## src/rtl/keypad_pkg.sv

```systemverilog
// Shared sizes and FSM state encoding for the 4x4 keypad scanner.
package keypad_pkg;

   localparam int NUM_ROWS = 4;
   localparam int NUM_COLS = 4;

   typedef enum logic [1:0] {
      SCAN     = 2'd0,
      DEBOUNCE = 2'd1,
      HELD     = 2'd2,
      RELEASE  = 2'd3
   } scan_state_t;

   // True when exactly one column is asserted; zero or several are rejected as ghosts.
   function automatic logic single_col(input logic [NUM_COLS-1:0] cols);
      return ($countones(cols) == 1);
   endfunction

endpackage

```

## src/rtl/keypad_scanner_sync_2ff.sv

```systemverilog
// Two-flop synchronizer for the raw keypad columns; resets to all ones (released keys).
module sync_2ff #(
   parameter int WIDTH = 4
) (
   input  logic             clk,
   input  logic             rst_n,
   input  logic [WIDTH-1:0] d,
   output logic [WIDTH-1:0] q
);

   logic [WIDTH-1:0] meta_q;
   logic [WIDTH-1:0] sync_q;

   always_ff @(posedge clk or negedge rst_n) begin
      if (!rst_n) begin
         meta_q <= '1;
         sync_q <= '1;
      end else begin
         meta_q <= d;
         sync_q <= meta_q;
      end
   end

   assign q = sync_q;

endmodule

```

## src/rtl/keypad_scanner.sv

```systemverilog
// 4x4 matrix keypad scanner: row drive, column synchronizing, press/release debounce.
//
// state    | meaning
// ---------+---------------------------------------------------------------
// SCAN     | drive one row per dwell period, look for exactly one column
// DEBOUNCE | row frozen, candidate column must stay identical for the window
// HELD     | key accepted, wait for its column bit to drop
// RELEASE  | column bit low, must stay low for the window before rescanning
module keypad_scanner
   import keypad_pkg::*;
#(
   parameter int SCAN_CYCLES     = 2400,
   parameter int DEBOUNCE_CYCLES = 120000
) (
   input  logic                clk,
   input  logic                reset,
   input  logic [NUM_COLS-1:0] col_n,
   output logic [NUM_ROWS-1:0] row_drv_n,
   output logic [NUM_ROWS-1:0] r,
   output logic [NUM_COLS-1:0] c,
   output logic                key_valid,
   output logic                key_held
);

   localparam int MAX_CYCLES = (SCAN_CYCLES > DEBOUNCE_CYCLES) ? SCAN_CYCLES : DEBOUNCE_CYCLES;
   localparam int CNT_W      = $clog2(MAX_CYCLES);
   localparam logic [CNT_W-1:0] SCAN_LAST = CNT_W'(SCAN_CYCLES - 1);
   localparam logic [CNT_W-1:0] DEB_LAST  = CNT_W'(DEBOUNCE_CYCLES - 1);
   localparam logic [CNT_W-1:0] CNT_ONE   = CNT_W'(1);
   localparam logic [NUM_ROWS-1:0] TOP_ROW = {1'b1, {(NUM_ROWS-1){1'b0}}};

   logic [NUM_COLS-1:0] col_n_sync;
   logic [NUM_COLS-1:0] col_s;

   scan_state_t         state_q,     state_d;
   logic [1:0]          row_idx_q,   row_idx_d;
   logic [CNT_W-1:0]    cnt_q,       cnt_d;
   logic [NUM_COLS-1:0] lat_col_q,   lat_col_d;
   logic [NUM_ROWS-1:0] r_q,         r_d;
   logic [NUM_COLS-1:0] c_q,         c_d;
   logic                key_valid_q, key_valid_d;
   logic                key_held_q,  key_held_d;

   sync_2ff #(
      .WIDTH (NUM_COLS)
   ) u_col_sync (
      .clk   (clk),
      .rst_n (reset),
      .d     (col_n),
      .q     (col_n_sync)
   );

   assign col_s = ~col_n_sync;

   always_comb begin
      state_d     = state_q;
      row_idx_d   = row_idx_q;
      cnt_d       = cnt_q;
      lat_col_d   = lat_col_q;
      r_d         = r_q;
      c_d         = c_q;
      key_valid_d = 1'b0;
      key_held_d  = key_held_q;

      unique case (state_q)
         SCAN: begin
            if (cnt_q == SCAN_LAST) begin
               cnt_d = '0;
               if (single_col(col_s)) begin
                  lat_col_d = col_s;
                  state_d   = DEBOUNCE;
               end else begin
                  row_idx_d = row_idx_q + 2'd1;
               end
            end else begin
               cnt_d = cnt_q + CNT_ONE;
            end
         end

         DEBOUNCE: begin
            if (col_s != lat_col_q) begin
               cnt_d     = '0;
               row_idx_d = row_idx_q + 2'd1;
               state_d   = SCAN;
            end else if (cnt_q == DEB_LAST) begin
               cnt_d       = '0;
               r_d         = TOP_ROW >> row_idx_q;
               c_d         = lat_col_q;
               key_valid_d = 1'b1;
               key_held_d  = 1'b1;
               state_d     = HELD;
            end else begin
               cnt_d = cnt_q + CNT_ONE;
            end
         end

         // Only the accepted column is watched; neighbours on this row are don't-care.
         HELD: begin
            if ((col_s & lat_col_q) == '0) begin
               cnt_d   = '0;
               state_d = RELEASE;
            end
         end

         RELEASE: begin
            if ((col_s & lat_col_q) != '0) begin
               state_d = HELD;
            end else if (cnt_q == DEB_LAST) begin
               cnt_d      = '0;
               key_held_d = 1'b0;
               row_idx_d  = row_idx_q + 2'd1;
               state_d    = SCAN;
            end else begin
               cnt_d = cnt_q + CNT_ONE;
            end
         end

         default: begin
            cnt_d   = '0;
            state_d = SCAN;
         end
      endcase
   end

   always_ff @(posedge clk or negedge reset) begin
      if (!reset) begin
         state_q     <= SCAN;
         row_idx_q   <= 2'd0;
         cnt_q       <= '0;
         lat_col_q   <= '0;
         r_q         <= '0;
         c_q         <= '0;
         key_valid_q <= 1'b0;
         key_held_q  <= 1'b0;
      end else begin
         state_q     <= state_d;
         row_idx_q   <= row_idx_d;
         cnt_q       <= cnt_d;
         lat_col_q   <= lat_col_d;
         r_q         <= r_d;
         c_q         <= c_d;
         key_valid_q <= key_valid_d;
         key_held_q  <= key_held_d;
      end
   end

   // Row drive decodes straight from the index flop so reset forces row 0 immediately.
   assign row_drv_n = ~(TOP_ROW >> row_idx_q);
   assign r         = r_q;
   assign c         = c_q;
   assign key_valid = key_valid_q;
   assign key_held  = key_held_q;

endmodule
```

## config.mk

```make
export PLATFORM = sky130hd
export DESIGN_NAME = keypad_scanner
export DESIGN_NICKNAME = d
export VERILOG_FILES = /design/src/rtl/keypad_pkg.sv /design/src/rtl/keypad_scanner_sync_2ff.sv /design/src/rtl/keypad_scanner.sv
export SDC_FILE = /design/constraint.sdc
export NUM_CORES = 1
export LEC_CHECK = 0
export CAP_MARGIN = 15
export CORE_MARGIN = 8
export CORE_UTILIZATION = 30
export DETAILED_ROUTE_END_ITERATION = 8
export HOLD_SLACK_MARGIN = 0.05
export PLACE_DENSITY = 0.52
export SLEW_MARGIN = 10
export SYNTH_ARGS = -nofsm -noshare
export SYNTH_HDL_FRONTEND = slang
export SYNTH_SLANG_ARGS = --single-unit
export TNS_END_PERCENT = 20
```

## constraint.sdc

```tcl
create_clock -name clk -period 2.6 [get_ports clk]
set_input_delay 0.65 -clock clk [delete_from_list [all_inputs] [get_ports clk]]
set_output_delay 0.65 -clock clk [all_outputs]
set_load 0.1 [all_outputs]
```

# ---- After elaboration in Yosys (flattened, before gate mapping)
# Index checks and enable logic that the tools add are counted.
# W data, S select, Z words.
dict set report word_totals {
  reg_bits 43
  latch_bits 0
  ramBits 0
  mem_bits_ro 0
  input_bits 6
  output_inout_bits 14
  mem_count 0
}
dict set report classes {
  n_addsub 5
  mul 0
  n_div 0
  magnitude_cmp 0
  n_eq_ne 18
  shift 1
  muxes 28
  bitwise 4
  reduce_logical 11
}
# cell count
set op_table {}
lappend op_table {{$mux W17} 5}
lappend op_table {{$pmux W17 S4} 1}
lappend op_table {{$mux W2} 12}
lappend op_table {{$ne A2 B2 Y1 const B} 9}
lappend op_table {{$add A17 B1 Y17 const B} 1}
lappend op_table {{$eq A17 B12 Y1 const B} 1}
lappend op_table {{$eq A17 B17 Y1 const B} 1}
lappend op_table {{$reduce_and A5 Y1} 2}
lappend op_table {{$not A4 Y4} 2}
lappend op_table {{$pmux W2 S4} 1}
lappend op_table {{$mux W1} 7}
lappend op_table {{$ne A3 B3 Y1 const B} 2}
lappend op_table {{$pmux W2 S3} 1}
lappend op_table {{$reduce_and A3 Y1} 2}
lappend op_table {{$reduce_and A6 Y1} 1}
lappend op_table {{$add A1 B1 Y2} 2}
lappend op_table {{$and A4 B4 Y4} 1}
lappend op_table {{$eq A2 B2 Y1 const B} 2}
lappend op_table {{$logic_not A4 Y1} 1}
lappend op_table {{$ne A4 B4 Y1} 1}
lappend op_table {{$reduce_bool A4 Y1} 1}
lappend op_table {{$shr A4 B2 Y4 const A} 1}
lappend op_table {{$add A2 B2 Y3} 1}
lappend op_table {{$eq A3 B1 Y1 const B} 1}
lappend op_table {{8 further kinds} 8}

# ---- Depth between registers and ports, before layout
# Gate-level depths: netlist of the first run.
dict set report depth {
  depth_word 7
  mapped_depth 9
}

# ---- Modules after synthesis
# A second synthesis of the first run with hierarchy kept.
dict set report unflattened {
  cells_unflattened 223
  hier_area_um2 2304.7
}
# module instances cells_per_inst area_per_inst_um2
set by_module_without_submodules {}
lappend by_module_without_submodules {keypad_scanner 1 215 2094.5}
lappend by_module_without_submodules {sync_2ff 1 8 210.2}

# ---- Worst setup path before layout of the first run
# No wires, ideal clock.
dict set report synth_timing {
  kind {register -> register}
  start {register u_col_sync.sync_q[0] (netlist: u_col_sync.q[0])}
  end {register row_idx_q[1]}
  setup_ps 127
  arrival_time_ps 2602
  required_time_ps 2473
  path_slack_ps -130
  path_stages_with_launch 10
  cell_sequence {dfstp_2 > fa_1 > inv_1 > ha_1 > ha_1 > or3b_2 > a22o_1 > a41oi_1 > a211o_1 > mux2_1}
}
dict set report synth_via {
  elab_chain_len 6
}
# element line_no
set synth_lines {}
lappend synth_lines {{from (decl)} keypad_scanner_sync_2ff.sv:12} ;# logic [WIDTH-1:0] sync_q;
lappend synth_lines {{from (signal assigned)} keypad_scanner_sync_2ff.sv:20} ;# sync_q <= meta_q;
lappend synth_lines {{$not A4 Y4 *} keypad_scanner.sv:53} ;# assign col_s = ~col_n_sync;
lappend synth_lines {{$add A1 B1 Y2 (implied by the code)} keypad_pkg.sv:16} ;# return ($countones(cols) == 1);
lappend synth_lines {{$add A2 B2 Y3 (implied by the code)} keypad_pkg.sv:16}
lappend synth_lines {{$eq A3 B1 Y1} keypad_pkg.sv:16}
lappend synth_lines {{$ne A2 B2 Y1 (no line)} n/a}
lappend synth_lines {{$reduce_and A6 Y1 (no line) *} n/a}
lappend synth_lines {{to (signal assigned)} keypad_scanner.sv:137} ;# row_idx_q <= row_idx_d;
lappend synth_lines {{to (decl)} keypad_scanner.sv:36} ;# logic [1:0] row_idx_q, row_idx_d;
# Mark *: on every way between the ends. The rest lies on a longest branch, timed or not.
# A chain may end at the register's enable or synchronous reset.

# ---- Final worst setup path of the first run
# Same ends and word-level chain as after synthesis.

==> reports/results.ini, run 1 <==
[global_route]
grt_pass1_wl_um = 8310
grt_pass1_vias = 1732
grt_overflow = 0
track_usage = 0.102
antenna_found_initial = 0
grt_max_degree = 44

[placement]
port_buffers = 19
place_hpwl_um = 3310
routabilityCongestion = 0.740

[sta]
clock.fmax_mhz = 371
fin_skew_ps = 8.26
rsz0062_at_grt = yes
timing.final.crit_share = 1.04
setup_viol = 6
timing.slew.headroom = 0.598
holdWs_ps = 359
drv_slew = 0
hold_violations = 0
setup_slack_ps = -99.0
worst_slew_pin_slew_ps = 597
finalCriticalPeriod_ps = 2700

[cts]
cts_max_level = 2
clkSinkCount = 43
clk_latency_ps = 300
cts_buffers = 5
clk_pin_slew_ps = 90
cts_hold_buffers = 0
cts_tree = done
cts.path.max_buffers = 2
cts_root_buf = clkbuf_8

[power_and_ir_drop]
p_per_area_nw_per_um2 = 441
p_leak_nw = 1.16
ir_drop_mv = 0.144

[layout]
final_util = 0.365
area_growth_pct = 19.0
drive_gt1_frac = 0.245
final_nets = 262
n_antenna_cell = 0

[setup_path]
worstReg2RegEnd = row_idx_q[1]$_DFFE_PN0P_
crit_required_ps = 2790
critPathCapture = row_idx_q[1]$_DFFE_PN0P_
end_kind = flip-flop
rrSetupSlack_ps = -100
setup.worst_path.class = flip-flop to flip-flop
r2r_start = u_col_sync.q[0]$_DFF_PN1_
arrival_ps = 2890
path_max_fanout = 2
reg2reg_depth = 9
cp-start-kind = flip-flop
startpoint = u_col_sync.q[0]$_DFF_PN1_

[die]
dieArea_um2 = 10400
die_x_um = 102
start_util = 0.307
dieHeight_um = 102
fp-row-count = 31
design.core.area_um2 = 7210
io_pins = 20

[synthesis]
synth-edff-count = 0
synth_ff_type = dfrtp_1
synth_seq_cells = 43
synthesis.area_um2 = 2210
async_reset_ff_frac = 1.00
yosysWarnings = 0
yosysUniqueCellTypes = 47
synth-seq-area-share = 0.491
syn_inst = 216
synth_fp_nets = 234
syn_area_per_cell_um2 = 10.2

[status]
violations = setup timing
status = finished with violations

[routing]
routed_wl_um = 4650
ant_nets = 0
routed_via_density = 4.78
wl_per_cell_um = 13.5
drt_iter0_markers = 46
drt_drc_violations_left = 0
dr.pass1.iters = 4
num_vias = 1645

[run]
drv_cap = 0

[hold_path]
min_delay_path_depth = 0
hold_path.class = flip-flop to flip-flop
min-delay-start = u_col_sync.meta_q[1]$_DFF_PN1_

[registers in the layout, summed over array words and instances, names as in the netlist]
signal,flops
lat_col_q,4
c,4
row_idx_q,2
r,4
key_valid,1
state_q,2
cnt_q,17
key_held,1
u_col_sync.meta_q,4
u_col_sync.q,4
[per-layer routing]
layer,share of wire,GRT usage,vias up
li1,-,-,818
met1,0.47,0.129,793
met2,0.47,0.161,27
met3,0.034,0.0198,7
met4,0.022,0.0542,0
met5,0,0,-
[worst max-delay path, cell delays in order (launching register included)]
cell and delay [ps]:
dfstp_2 390, fa_1 530, inv_1 40, ha_1 170, ha_1 270, or3b_4 380, a22o_1 200, a41oi_2 150
a211o_1 160, mux2_4 300
[cell families after synthesis]
kind of cell | share of synthesized area
AO/OA/AOI/OAI | 0.102
XOR/XNOR | 0.0277
adder cells (fa/ha/maj) | 0.0713
buffers and inverters | 0.0452
flip-flops | 0.491
multiplexers | 0.0351
AND/OR/NAND/NOR | 0.227
[layout make-up]
| class | count | area (um^2) |
|---|---|---|
| tap | 99 | 124 |
| sequential | 43 | 1090 |
| fill | 762 | 4580 |
| clock inverter | 2 | 12.5 |
| clock buffer | 6 | 72.6 |
| inverter | 12 | 45.0 |
| timing repair buffer | 32 | 248 |
| multi-input combinational | 150 | 1040 |
[Yosys cell counts (3+ instances only)]
master	number	share of area
or4_1	4	0.014
inv_1	12	0.020
clkbuf_1	5	0.0085
nor2b_1	3	0.0085
a21oi_1	3	0.0068
nor2_1	11	0.019
ha_1	11	0.062
buf_2	4	0.0091
and2_1	3	0.0085
and3_1	3	0.0085
a22o_1	5	0.020
nor4_1	6	0.017
dfrtp_1	35	0.40
nor3_1	4	0.0091
mux2_2	5	0.025
dfstp_2	8	0.095
nand4_1	4	0.011
nand3_1	5	0.011
o21ai_0	19	0.043
nand2_1	27	0.046
xnor2_1	6	0.024
[power breakdown]
group / switching, W / total (W) / internal (W)
registers: 0.00000307 / 0.000683 / 0.000680
logic: 0.0000266 / 0.0000510 / 0.0000243
clock network: 0.000238 / 0.000426 / 0.000188
[per-stage QoR]
stage,cell area [um^2],setup slack [ps],std cells,setup TNS [ps],total power (W)
finish,2630,-99.0,344,-240,0.00116
global placement,2530,-55.5,335,-55.5,0.000745
global route,2630,-176,344,-1040,0.00121
floorplan,2220,-2.41,216,-2.41,0.000715
detailed placement,2530,-123,335,-215,0.000747
CTS,2630,-94.1,344,-277,0.00118
[cell usage in the layout, fill, tap and decap left out, drive strengths merged, types with 8 or more instances in the layout]
cell type	n
nor4	8
o21ai	19
nand2	27
nor2	12
buf	28
inv	12
dfstp	8
ha	11
dfrtp	35
[how the worst min path moves through the flow]
stage / to / slack (ps)
after floorplan: c[0]$_DFFE_PN0P_ / 350
after global placement: u_col_sync.q[1]$_DFF_PN1_ / 350
after detailed placement: u_col_sync.q[1]$_DFF_PN1_ / 350
after CTS: u_col_sync.q[1]$_DFF_PN1_ / 360
after global routing: u_col_sync.q[1]$_DFF_PN1_ / 360
final: u_col_sync.q[1]$_DFF_PN1_ / 360
[repair_timing]
item	CTS	global route
gates cloned	0	0
resized for setup	1	1
pin swaps	1	2
buffers inserted	1	0
setup endpoints to repair	6	19
No activity file was read; power rests on OpenSTA's default activity.
==> run 2: changes to the inputs <==
CORE_MARGIN = 10   (was 8)
==> run 2 against run 1 <==
Compared with the run above: worst setup slack got worse by 3.8 ps; clock power about the same; largest power group unchanged; largest cell class unchanged; sequential share of layout area decreased by 0.90 points; critical path depth unchanged; critical endpoint unchanged; the flow still finishes with violations (setup timing); via count increased by 0.67%; clock skew decreased by 0.58 ps.
==> reports/results.ini, run 2 (same netlist as run 1, synthesis figures left out) <==
[layout]
largest_reg_flops = 17
final_common_cell = dfrtp_1
drive_gt1_frac = 0.267
final_nets = 264
area_growth_pct = 21.7
fin_area_um2 = 2690
layout_common_cells = 35 x dfrtp_1, 28 x buf_4, 27 x nand2_1, 19 x o21ai_0
n_antenna_cell = 0
top_register = cnt_q

[placement]
place_area_um2 = 2540
port_buffers = 19
routabilityCongestion = 0.757
place_hpwl_um = 3330

[sta]
rsz0062_at_grt = yes
holdWs_ps = 300
drv_slew = 0
finalCriticalPeriod_ps = 2700
setup_viol = 6
timing.final.crit_share = 1.04
timing.slew.headroom = 0.579
worst_slew_pin_slew_ps = 626
hold_violations = 0
fin_skew_ps = 7.68
setup_slack_ps = -103
clock.fmax_mhz = 370

[global_route]
met2_usage = 0.139
grt_max_degree = 44
grt_pass1_vias = 1713
grt_overflow = 0
track_usage = 0.0870
grt_pass1_wl_um = 8110
grt-busiest-layer = met2
use_met1 = 0.106
antenna_found_initial = 0
gr-usage-met3 = 0.0244

[die]
io_pins = 20
dieArea_um2 = 11200
fp-row-count = 31
start_util = 0.307
dieHeight_um = 106
design.core.area_um2 = 7210
die_x_um = 106

[setup_path]
critPathCapture = row_idx_q[1]$_DFFE_PN0P_
startpoint = u_col_sync.q[1]$_DFF_PN1_
r2r_start = u_col_sync.q[1]$_DFF_PN1_
end_kind = flip-flop
reg2reg_depth = 9
crit_required_ps = 2800
rrSetupSlack_ps = -100
worstReg2RegEnd = row_idx_q[1]$_DFFE_PN0P_
cp-start-kind = flip-flop
arrival_ps = 2900
path_max_fanout = 2
setup.worst_path.class = flip-flop to flip-flop

[cts]
clkSinkCount = 43
clk_pin_slew_ps = 90
cts_tree = done
cts_max_level = 2
clk_latency_ps = 300
cts.path.max_buffers = 2
cts_buffers = 5
cts_root_buf = clkbuf_8

[routing]
routed_via_density = 4.79
ant_nets = 0
dr.pass1.iters = 4
num_vias = 1656
routed_wl_um = 4690
wl_per_cell_um = 13.6
drt_iter0_markers = 92
drt_drc_violations_left = 0

[power_and_ir_drop]
ir_drop_mv = 0.213
p_leak_nw = 1.18
p_per_area_nw_per_um2 = 437
p_total_w = 0.00118

[hold_path]
hold_path.class = input pin to asynchronous set/reset pin

[run]
drv_cap = 0

[status]
violations = setup timing
status = finished with violations

==> run 2: where the power goes <==
part | total, W | leakage, nW | internal [W] | switching (W)
Combinational | 0.0000662 | 0.580 | 0.0000333 | 0.0000329
Sequential | 0.000682 | 0.559 | 0.000679 | 0.00000297
Clock | 0.000428 | 0.0412 | 0.000188 | 0.000240
Total | 0.00118 | 1.18 | 0.000901 | 0.000276
==> run 2: timing repair <==
item | 4_1_cts | 5_1_grt
setup buffers | 1 | 2
gates cloned | 0 | 0
hold buffers | 0 | 0
pin swaps | 2 | 4
setup endpoints to repair | 7 | 20
gates resized for setup | 1 | 6
==> run 2: stage by stage <==
step	worst slack (ps)	TNS, ps	utilization	std cells
floorplan	-2.41	-2.41	-	216
global placement	-57.5	-57.5	0.352	335
detailed placement	-113	-297	0.352	335
CTS	-108	-347	0.366	344
global route	-184	-982	0.373	346
finish	-103	-331	0.373	346
==> run 2: layer usage <==
layer	routed length, um	up-vias
met4	95	0
met5	0	-
met2	2160	33
met3	197	7
met1	2240	793
li1	-	823
==> run 2: final cells by class <==
class,count,area (um^2)
clock buffer,6,72.6
multi-input combinational,150,1080
clock inverter,2,12.5
fill,760,4520
tap,99,124
inverter,12,45.0
timing repair buffer,34,275
sequential,43,1090
==> run 2: how the worst min path moves through the flow <==
stage / startpoint / slack, ps / to / cells after the start
global route: reset / 330 / cnt_q[0]$_DFFE_PN0P_ / 2
global placement: u_col_sync.meta_q[2]$_DFF_PN1_ / 350 / u_col_sync.q[2]$_DFF_PN1_ / 0
detailed placement: u_col_sync.meta_q[2]$_DFF_PN1_ / 350 / u_col_sync.q[2]$_DFF_PN1_ / 0
floorplan: reset / 350 / c[0]$_DFFE_PN0P_ / 0
finish: reset / 300 / cnt_q[0]$_DFFE_PN0P_ / 2
CTS: reset / 320 / cnt_q[0]$_DFFE_PN0P_ / 2
==> run 2: worst max-delay path, cell delays in order, from the launching register on <==
cell	delay [ps]
dfstp_2	550
fa_1	430
inv_2	80
ha_4	130
ha_4	190
or3b_4	390
a22o_1	200
a41oi_2	160
a211o_1	160
mux2_4	300
==> run 3: changes to the inputs <==
ABC_AREA = 1   (was not set)
CAP_MARGIN = 20   (was 15)
CELL_PAD_IN_SITES_DETAIL_PLACEMENT = 1   (was not set)
CELL_PAD_IN_SITES_GLOBAL_PLACEMENT = 1   (was not set)
PLACE_DENSITY = 0.63   (was 0.52)
==> run 3 against run 2 <==
Compared with the run above: cell count is 20% higher; critical path depth is 1 higher; the run now ends clean; sequential share of layout area is 0.83 points lower; cell area is 2.1% higher; flip-flop and latch count stayed put; worst setup slack better by 470 ps; maximum frequency is 21% higher; combinational power is 24% lower; synthesized area is 7.4% higher; largest power group unchanged; hold slack better by 27 ps.
==> reports/results.ini, run 3 <==
[power_and_ir_drop]
p_leak_nw = 1.45
switching_power_w = 0.000292
power_frac_seq = 0.577
power_frac_clock = 0.380
p_int_w = 0.000891
comb_power_share = 0.042
switching_share = 0.247
ir_drop_mv = 0.157
p_per_area_nw_per_um2 = 431

[sta]
drv_slew = 0
rsz0062_at_grt = no
finalCriticalPeriod_ps = 2230
timing.slew.headroom = 0.617
fin_skew_ps = 9.00
timing.final.crit_share = 0.859
setup_slack_ps = 367
setup_viol = 0
finalSetupTns_ps = 0
hold_violations = 0
holdWs_ps = 327
worst_slew_pin_slew_ps = 575
clock.fmax_mhz = 448

[routing]
routed_via_density = 4.53
dr.pass1.iters = 4
routed_wl_um = 5410
drt_iter0_markers = 34
drt_drc_violations_left = 0
wl_per_cell_um = 13.0
num_vias = 1878
ant_nets = 0

[layout]
drive_gt1_frac = 0.208
multiInputGateArea_um2 = 1060
regArea_um2 = 1090
final_common_cell = nand2_1
layout_common_cells = 60 x nand2_1, 48 x inv_1, 35 x dfrtp_1, 29 x nor2_1, 23 x nand3_1
area_growth_pct = 15.7
fillers = 943
final_nets = 330
top_register = cnt_q
n_antenna_cell = 0
largest_reg_flops = 17

[die]
die_x_um = 109
dieHeight_um = 109
dieArea_um2 = 11900
fp-row-count = 32
io_pins = 20
design.core.area_um2 = 7730
start_util = 0.307

[cts]
clk_pin_slew_ps = 90
cts_root_buf = clkbuf_8
cts_setup_buffers = 0
cts_resized = 0
cts.path.max_buffers = 2
clk_latency_ps = 300
cts_max_level = 2
clkSinkCount = 43
cts_tree = done
cts_hold_buffers = 0
cts_buffers = 5

[synthesis]
ys_top_cells_by_area = dfrtp_1 37%, nand2_1 9.5%, dfstp_2 8.9%
async_reset_ff_frac = 1.00
yosysWarnings = 0
synth_fp_nets = 305
yosys-top-cells-count = 60 x nand2_1, 48 x inv_1, 35 x dfrtp_1, 29 x nor2_1, 23 x nand3_1
syn_area_per_cell_um2 = 8.27
synth.most_common_cell = nand2_1
synth_ff_type = dfrtp_1
synth_top_area_cell = dfrtp_1
synth_top_area_frac = 0.369
syn_inst = 287
synth-seq-area-share = 0.457
synth-edff-count = 0
synth_seq_cells = 43
yosysUniqueCellTypes = 30
synthesis.area_um2 = 2370

[hold_path]
hold_path.class = input pin to asynchronous set/reset pin

[placement]
place_hpwl_um = 4110
routabilityCongestion = 0.773
place_ws_ps = 368
port_buffers = 19

[setup_path]
r2r_start = u_col_sync.q[0]$_DFF_PN1_
reg2reg_depth = 10
cp-start-kind = flip-flop
arrival_ps = 2440
end_kind = flip-flop
crit_required_ps = 2800
rrSetupSlack_ps = 370
setup.worst_path.class = flip-flop to flip-flop
path_max_fanout = 3
worstReg2RegEnd = row_idx_q[1]$_DFFE_PN0P_

[global_route]
grt_overflow = 0
grt_max_degree = 24
grt_pass1_vias = 2058
grt_pass1_wl_um = 9700
track_usage = 0.102
antenna_found_initial = 0

[status]
status = finished, final reports clean

[run]
drv_cap = 0

[run 3: cell types whose count changed in the layout (fill, tap and decap cells not counted), moves of 6 or more]
cell     previous run  this run
xnor2_1             6         0
nand3_1             5        23
o21ai_0            19         4
buf_4              28        15
inv_1              11        48
nand2_1            27        60
nand2_2             0         6
nor2_1             11        29
o21ai_2             0         8
[run 3: kinds of logic after synthesis]
logic type / count (synthesis) / share of synthesized area
compound gates: 22 / 0.0611
simple gates: 146 / 0.291
mux: 4 / 0.0169
fa+ha+maj: 12 / 0.0664
buf+inv: 57 / 0.0964
flops: 43 / 0.457
xor+xnor: 3 / 0.0111
[run 3: power groups by stage]
stage          sequential (W)  clock [W]  combinational, W
6_report             0.000683   0.000450         0.0000500
4_1_cts              0.000684   0.000479         0.0000525
2_1_floorplan        0.000696          0         0.0000211
5_1_grt              0.000685   0.000508         0.0000599
3_5_place_dp         0.000696          0         0.0000521
3_3_place_gp         0.000696          0         0.0000498
[run 3: per-layer routing]
layer  part of all wire  track usage  wire length [um]
met5                  0            0                 0
met4              0.022       0.0414               117
met3              0.047       0.0265               254
met2               0.47        0.171              2550
met1               0.46        0.122              2480
[run 3: worst max-delay path, stage by stage, from the launching register on]
cell and delay (ps):
dfstp_2 390, fa_1 530, inv_1 40, ha_1 180, ha_1 280, nor2_1 50, nand3_1 120, a21boi_1 280
nand2_1 120, nand2_1 80, nand2_1 50
[run 3: final cells by class]
cell class,instances,share of cell area
Tap cell,102,0.0464
Multi-Input combinational cell,187,0.386
Inverter,54,0.0738
Timing Repair Buffer,21,0.0647
Sequential cell,43,0.395
Clock buffer,5,0.0250
Clock inverter,3,0.00911
[run 3: worst max-delay path by stage]
stage	startpoint	end	cells past startpoint
2_1_floorplan	u_col_sync.q[0]$_DFF_PN1_	lat_col_q[0]$_DFFE_PN0P_	8
3_3_place_gp	u_col_sync.q[0]$_DFF_PN1_	lat_col_q[1]$_DFFE_PN0P_	8
3_5_place_dp	u_col_sync.q[0]$_DFF_PN1_	row_idx_q[1]$_DFFE_PN0P_	10
4_1_cts	u_col_sync.q[0]$_DFF_PN1_	row_idx_q[1]$_DFFE_PN0P_	10
5_1_grt	u_col_sync.q[1]$_DFF_PN1_	lat_col_q[3]$_DFFE_PN0P_	8
6_report	u_col_sync.q[0]$_DFF_PN1_	row_idx_q[1]$_DFFE_PN0P_	10
[run 3: per-stage QoR]
| stage | cell area (um^2) | total power (W) | util | instances |
|---|---|---|---|---|
| 5_1_grt | 2750 | 0.00125 | 0.356 | 415 |
| 2_1_floorplan | 2370 | 0.000717 | - | 287 |
| 3_5_place_dp | 2650 | 0.000749 | 0.343 | 407 |
| 4_1_cts | 2750 | 0.00122 | 0.356 | 415 |
| 6_report | 2750 | 0.00118 | 0.356 | 415 |
| 3_3_place_gp | 2650 | 0.000746 | 0.343 | 407 |
==> RTL change: new RTL, config.mk and constraints of run 2 <==
`c_q` no longer has a reset.
--- a/src/rtl/keypad_scanner.sv
+++ b/src/rtl/keypad_scanner.sv
@@ -129,7 +129,6 @@
          cnt_q       <= '0;
          lat_col_q   <= '0;
          r_q         <= '0;
-         c_q         <= '0;
          key_valid_q <= 1'b0;
          key_held_q  <= 1'b0;
       end else begin
@@ -138,10 +137,13 @@
          cnt_q       <= cnt_d;
          lat_col_q   <= lat_col_d;
          r_q         <= r_d;
-         c_q         <= c_d;
          key_valid_q <= key_valid_d;
          key_held_q  <= key_held_d;
       end
+   end
+
+   always_ff @(posedge clk) begin
+      c_q <= c_d;
    end
 
    // Row drive decodes straight from the index flop so reset forces row 0 immediately.
Behaviour: same outputs for any inputs over 10 cycles, from zero or initial values and one cycle with reset low; that may be too few to reach the edited logic, so the function may still have changed.
==> RTL change against run 2 <==
  * Count of clock-buffer cells in the layout did not move
  * Area after synthesis decreased by 2.9%
  * Wire length is 0.36% lower
  * Final cell count down 3.8%
  * Global-route usage down 0.19 points
  * Sequential share of layout area increased by 1.9 points
  * Sequential cell count did not move
  * Clock skew is 0.0025 ns lower
  * Maximum frequency increased by 6.3%
  * Worst hold slack better by 0.056 ns
  * Cell area shrank 2.7%
  * Total power fell by 0.78%
  * Worst setup slack improved by 0.16 ns
  * Non-clock buffer count decreased by 1
  * Critical path type unchanged
  * Largest power group unchanged
==> RTL change: results (changes against run 2) <==
Setup WS pre-CTS: -0.00608 ns (+0.107 ns)
gr usage total: 8.51% (-0.19 points)
clock network fraction of total power: 35.9% (-0.5 points)
vias in the first global route: 1557 (-9.1%)
Layout Nets: 254 (-3.8%)
Vias per Instance: 4.73 (-1.2%)
register area share after synthesis: 51.5% (+2.4 points)
main area contributors after synthesis: dfrtp_1 (36%), dfstp_2 (9.8%), ha_1 (6.4%)
wire length per cell: 14.0 um (+3.5%)
share of layout cells above drive strength 1: 24.9% (-1.8 points)
DRT iter0 DRCs: 76 (-17%)
FF-to-FF path depth: 8 (-1)
first-pass GRT wire length: 7890 um (-2.8%)
largest net degree at the start of global routing: 40 (-9.1%)
IR drop worst, VDD: 0.000245 V (+15%)
syn avg cell area: 10.6 um2 (+3.3%)
Syn Nets: 221 (-5.6%)
dpl cell area: 2460 um2 (-3.1%)
Arr. time, crit path: 2.73 ns (-0.17 ns)
outcome: finished clean
post-synthesis adder-cell area fraction: 7.34% (+0.21 points)
Hold Crit Class: reg2reg
Cells after DPL: 321 (-4.2%)
Post-synth EDFFs: 4 (+4)
r2r setup slk: 0.06 ns (+0.16 ns)
XOR/XNOR share of the synthesized area: 3.67% (+0.90 points)
Least-Margin Pin Slew: 0.896 ns (+0.270 ns)
## RTL change: cell count changes after synthesis, sizes merged, moves of 4 or more
| cell | run 2 | this run |
|---|---|---|
| nor3 | 4 | 9 |
| nand3 | 5 | 12 |
| edfxtp | 0 | 4 |
| nor4 | 8 | 4 |
| dfrtp | 35 | 31 |
| or4 | 5 | 0 |
| a22o | 5 | 0 |
| mux2 | 6 | 1 |
## RTL change: layout make-up
cell class / count / area [um2] / area share (%)
clock inverters: 2 / 12.5 / 0.478
well taps: 96 / 120 / 4.59
repair buffers: 33 / 255 / 9.75
flip-flops and latches: 43 / 1110 / 42.3
inverters: 15 / 56.3 / 2.15
multi-input cells: 138 / 995 / 38.0
clock buffers: 6 / 72.6 / 2.77
## RTL change: metal layers
metal / vias up / global-route usage, % / routed length (um)
met3: 6 / 2.95 / 184
met2: 28 / 12.0 / 1970
li1: 790 / - / -
met1: 750 / 12.0 / 2480
met5: - / 0 / 0
met4: 0 / 2.25 / 39
